--- config.mk ---
export PLATFORM = sky130hd
export DESIGN_NAME = uart_rx
export DESIGN_NICKNAME = d
export VERILOG_FILES = /design/src/rtl/uart_pkg.sv /design/src/rtl/uart_sync.sv /design/src/rtl/uart_rx.sv
export SDC_FILE = /design/constraint.sdc
export NUM_CORES = 1
export LEC_CHECK = 0
export ABC_CLOCK_PERIOD_IN_PS = 1800
export CAP_MARGIN = 25
export CORE_ASPECT_RATIO = 0.8
export CORE_UTILIZATION = 30
export CTS_CLUSTER_DIAMETER = 30
export DETAILED_ROUTE_END_ITERATION = 8
export PLACE_DENSITY_LB_ADDON = 0.3
export SKIP_CTS_REPAIR_TIMING = 1
export SLEW_MARGIN = 20
export SYNTH_ARGS = -nofsm -noshare
export SYNTH_HDL_FRONTEND = slang
export SYNTH_SLANG_ARGS = --single-unit
--- constraint.sdc ---
create_clock -name clk_in -period 1.8 [get_ports clk_in]
set_clock_uncertainty 0.1 [all_clocks]
set_input_delay 0.18 -clock clk_in [delete_from_list [all_inputs] [get_ports clk_in]]
set_output_delay 0.18 -clock clk_in [all_outputs]
set_load 0.01 [all_outputs]
--- src/rtl/uart_pkg.sv ---
// Purpose: shared UART definitions for the receiver, transmitter and baud generator.
// Latency: none, because the package holds only types and constants.
// Backpressure: not applicable.
//   UART_DATA_BITS  : default data bits per frame
//   UART_OVERSAMPLE : default sample_tick pulses per bit period
//   uart_state_t    : frame-level receive/transmit state
package uart_pkg;

  localparam int UART_DATA_BITS  = 8;
  localparam int UART_OVERSAMPLE = 16;

  typedef enum logic [1:0] {
    IDLE  = 2'd0,
    START = 2'd1,
    DATA  = 2'd2,
    STOP  = 2'd3
  } uart_state_t;

endpackage

--- src/rtl/uart_sync.sv ---
// Purpose: two-flop synchronizer for one asynchronous input bit.
// Latency: 2 clk_in cycles from d to q.
// Backpressure: none; q follows d continuously.
//   clk_in : sampling clock
//   reset  : asynchronous, active-high; both flops load RESET_VAL
//   d      : asynchronous input
//   q      : synchronized output
module uart_sync #(
  parameter logic RESET_VAL = 1'b1
) (
  input  logic clk_in,
  input  logic reset,
  input  logic d,
  output logic q
);

  logic meta;

  always_ff @(posedge clk_in or posedge reset) begin
    if (reset) begin
      meta <= RESET_VAL;
      q    <= RESET_VAL;
    end else begin
      meta <= d;
      q    <= meta;
    end
  end

endmodule

--- src/rtl/uart_rx.sv ---
// Purpose: oversampled 8N1-style UART receiver with a one-entry output register.
// Latency: rx_valid rises one clk_in after the stop-bit sample, which is mid stop bit.
// Backpressure: none; an unacknowledged byte is overwritten and sticky overrun is set.
//   clk_in, reset    : clock and asynchronous active-high reset
//   sample_tick      : OVERSAMPLE x baud enable; FSM and counters advance only on it
//   rx               : asynchronous serial line, idles high
//   rx_data/rx_valid : last good byte and its unconsumed flag; rx_ack clears rx_valid
//   framing_err      : one-cycle pulse when the stop bit samples low
//   overrun          : sticky, set when a good byte lands on an unconsumed one
module uart_rx
  import uart_pkg::*;
#(
  parameter int DATA_BITS  = UART_DATA_BITS,
  parameter int OVERSAMPLE = UART_OVERSAMPLE
) (
  input  logic                 clk_in,
  input  logic                 reset,
  input  logic                 sample_tick,
  input  logic                 rx,
  output logic [DATA_BITS-1:0] rx_data,
  output logic                 rx_valid,
  input  logic                 rx_ack,
  output logic                 framing_err,
  output logic                 overrun
);

  localparam int TICK_W = $clog2(OVERSAMPLE);
  localparam int BIT_W  = $clog2(DATA_BITS + 1);

  // The start bit is re-checked half a bit after detection; the data and
  // stop bits are then sampled a full bit period apart, landing mid-bit.
  localparam logic [TICK_W-1:0] TICK_MID  = TICK_W'(OVERSAMPLE / 2 - 1);
  localparam logic [TICK_W-1:0] TICK_LAST = TICK_W'(OVERSAMPLE - 1);
  localparam logic [BIT_W-1:0]  BIT_LAST  = BIT_W'(DATA_BITS - 1);

  logic rx_s;

  uart_sync #(
    .RESET_VAL (1'b1)
  ) u_rx_sync (
    .clk_in (clk_in),
    .reset  (reset),
    .d      (rx),
    .q      (rx_s)
  );

  uart_state_t          state, state_nxt;
  logic [TICK_W-1:0]    tick_cnt, tick_nxt;
  logic [BIT_W-1:0]     bit_cnt, bit_nxt;
  logic [DATA_BITS-1:0] shift_reg, shift_nxt;
  logic                 frame_good;
  logic                 frame_bad;

  always_ff @(posedge clk_in or posedge reset) begin
    if (reset) begin
      state     <= IDLE;
      tick_cnt  <= '0;
      bit_cnt   <= '0;
      shift_reg <= '0;
    end else begin
      state     <= state_nxt;
      tick_cnt  <= tick_nxt;
      bit_cnt   <= bit_nxt;
      shift_reg <= shift_nxt;
    end
  end

  always_comb begin
    state_nxt  = state;
    tick_nxt   = tick_cnt;
    bit_nxt    = bit_cnt;
    shift_nxt  = shift_reg;
    frame_good = 1'b0;
    frame_bad  = 1'b0;

    if (sample_tick) begin
      unique case (state)
        IDLE: begin
          if (!rx_s) begin
            state_nxt = START;
            tick_nxt  = '0;
          end
        end

        START: begin
          if (tick_cnt == TICK_MID) begin
            tick_nxt  = '0;
            bit_nxt   = '0;
            // A line that is high again by mid start bit was a glitch.
            state_nxt = rx_s ? IDLE : DATA;
          end else begin
            tick_nxt = tick_cnt + TICK_W'(1);
          end
        end

        DATA: begin
          if (tick_cnt == TICK_LAST) begin
            tick_nxt  = '0;
            // Shift right so the first bit on the line ends up in the LSB.
            shift_nxt = {rx_s, shift_reg[DATA_BITS-1:1]};
            if (bit_cnt == BIT_LAST) begin
              bit_nxt   = '0;
              state_nxt = STOP;
            end else begin
              bit_nxt = bit_cnt + BIT_W'(1);
            end
          end else begin
            tick_nxt = tick_cnt + TICK_W'(1);
          end
        end

        STOP: begin
          if (tick_cnt == TICK_LAST) begin
            tick_nxt   = '0;
            state_nxt  = IDLE;
            frame_good = rx_s;
            frame_bad  = !rx_s;
          end else begin
            tick_nxt = tick_cnt + TICK_W'(1);
          end
        end

        default: state_nxt = IDLE;
      endcase
    end
  end

  // A completing frame takes priority over rx_ack, so a byte that lands in
  // the same cycle as an acknowledge stays valid and does not count as lost.
  always_ff @(posedge clk_in or posedge reset) begin
    if (reset) begin
      rx_data     <= '0;
      rx_valid    <= 1'b0;
      framing_err <= 1'b0;
      overrun     <= 1'b0;
    end else begin
      framing_err <= frame_bad;
      if (frame_good) begin
        rx_data  <= shift_reg;
        rx_valid <= 1'b1;
        if (rx_valid && !rx_ack) begin
          overrun <= 1'b1;
        end
      end else if (rx_ack) begin
        rx_valid <= 1'b0;
      end
    end
  end

endmodule

==> flow_summary.ini <==
[logic_synthesis]
synthDominantCellAreaShare = 0.4833
synth_area_per_cell_um2 = 12.62
synth_largest_area_cell = dfrtp_1
ys_seq_area_frac = 0.5183
synthArstFlopShare = 1.000
ys_top_cells_by_count = 29 x dfrtp_1, 8 x mux2_2, 8 x mux2_4
yosysMostFrequentCell = dfrtp_1
synth_area_um2 = 1501
syn_nets = 126
synth_flop_cell = dfrtp_1
yosys_register_bits = 31
yosys_warnings = 0
synth_edf_count = 0
syn_inst = 119
synth_cell_types = 48
ys_top_cells_by_area = dfrtp_1 48%, mux2_4 8.0%, mux2_2 6.0%

[die]
rows = 22
die_area_um2 = 5293
die_h_um = 65.28
initial_core_util = 0.3190
core_area_um2 = 4707
dieWidth_um = 81.10
ios = 16

[power]
finalPower_mw = 2.120
p_leak_nw = 0.8514
power.density_nw_per_um2 = 1143
ir_drop_mv = 0.4304
clockPowerShare = 0.329
seq_power_share = 0.420
switching_share = 0.2919
p_comb_frac = 0.251
p_switching_mw = 0.6190
internal-power_mw = 1.501

[hold_path]
hold_class = in2async

[sta]
timing.setup.tns_ns = 0
finalHoldViolCount = 0
drv_slew = 0
whs_ns = 0.1756
clock.fmax_ghz = 0.5935
finalSetupViolCount = 0
relSlewSlack = 0.7424
setup_ws_ns = 0.1152
rsz0062_at_grt = no
period_share = 0.9360
tightest_slew_ns = 0.3865
fin_crit_ns = 1.685

[routing]
vias = 966
wl_per_cell_um = 12.81
drcViolationCount = 0
ant_nets = 0
first_pass_iters = 4
wl_um = 2601
viasPerCell = 4.759
drtIter0Drc = 55

[setup_path]
worst-r2r-cell-count = 4
start_kind = flop
cp.required_ns = 1.86
crit_type = reg2reg
cp_max_fo = 8
critPathLaunch = tick_cnt[0]$_DFFE_PP0P_
r2r_slack_ns = 0.12
timing.rr.start = tick_cnt[0]$_DFFE_PP0P_
timing.rr.end = shift_reg[0]$_DFFE_PP0P_
arrival_ns = 1.74
endpoint_kind = flop

[finish]
multi_input_area_um2 = 648.1
syn2layout_area_growth_pct = 23.58
fillers = 442
finalNetCount = 149
instances_no_fill = 203
diodes = 0
drive_gt1_frac = 0.2937
seq_area_um2 = 778.2

[place]
pre_cts_ws_ns = 0.01980
place_inst = 195
io_buffers = 15
dp_hpwl_um = 1820
place_congestion = 0.8933

[cts]
clkLatencyLatePin_ns = 0.27
clock_path_buffers = 2
cts.reportedPaths.clkPinSlew_ns = 0.07
cts_made_buffers = 5
clock-sinks = 31
cts_tree = yes
htreeDepth = 2
cts_root_buf = clkbuf_8

[status]
status = finished clean

[global_route]
track_usage = 0.1163
grt_overflow = 0
grt_pass1_wl_um = 4526
grt_pass1_vias = 981
antenna_found_initial = 0
grt_start_max_net_pins = 32

[job]
drv_cap = 0
worst max-delay path: stages (launching register included):
cell	delay (ns)
dfrtp_1	0.39
ha_1	0.20
and4_1	0.29
and2_4	0.27
mux2_4	0.31
routing by layer:
| metal | global-route usage | routed length (µm) |
|---|---|---|
| met1 | 0.1477 | 1313 |
| met3 | 0.03333 | 81 |
| met2 | 0.1786 | 1160 |
| met4 | 0.06027 | 45 |
| met5 | 0 | 0 |
cell families (layout without fill, tap and decap cells):
kind of cell,Yosys count,count (layout),synth area share
buffers and inverters,13,37,0.04999
muxes,19,19,0.1600
xor gates and xnor gates,1,1,0.005834
AOI/OAI and AO/OA,21,21,0.1067
adders and majority gates,2,2,0.01666
DFF,31,31,0.5183
and+or+nand+nor,32,32,0.1425
layout make-up:
class,instances,share of cell area
sequential,31,0.4194
multi-input combinational,75,0.3493
timing repair buffer,24,0.1173
clock buffer,6,0.04450
tap,60,0.04046
clock inverter,2,0.01888
inverter,5,0.01011
cells in the final DEF, fill, tap and decap left out, drive strengths merged, types with 2 or more instances in the layout:
master,Yosys,routed
mux2i,3,3
dfstp,2,2
dfrtp,29,29
buf,7,9
nand2,4,4
mux2,16,16
and3,2,2
ha,2,2
nand2b,4,4
clkdlybuf4s50,0,15
nand3b,4,4
a21oi,3,3
inv,5,5
nor2b,2,2
clkbuf,1,6
nand4,2,2
nor2,2,2
o2bb2ai,2,2
o21ai,2,2
nand3,4,4
power groups by stage:
stage / clock (mW) / combinational, mW / sequential (mW)
after floorplan: 0 / 0.436 / 0.850
after global placement: 0 / 0.516 / 0.896
after detailed placement: 0 / 0.536 / 0.903
after CTS: 0.723 / 0.537 / 0.891
after global routing: 0.754 / 0.595 / 0.907
final: 0.698 / 0.532 / 0.890
how the worst max path moves through the flow:
stage                          endpoint
4_1_cts        shift_reg[7]$_DFFE_PP0P_
6_report       shift_reg[0]$_DFFE_PP0P_
5_1_grt            state[0]$_DFFE_PP0P_
3_3_place_gp   shift_reg[7]$_DFFE_PP0P_
2_1_floorplan  shift_reg[0]$_DFFE_PP0P_
3_5_place_dp   shift_reg[0]$_DFFE_PP0P_
metrics by stage:
stage	utilization	area, µm²
detailed placement	0.3692	1738
floorplan	-	1501
global route	0.3942	1856
CTS	0.3942	1856
global placement	0.3692	1738
finish	0.3942	1856
Power figures use the tool's default switching activity.
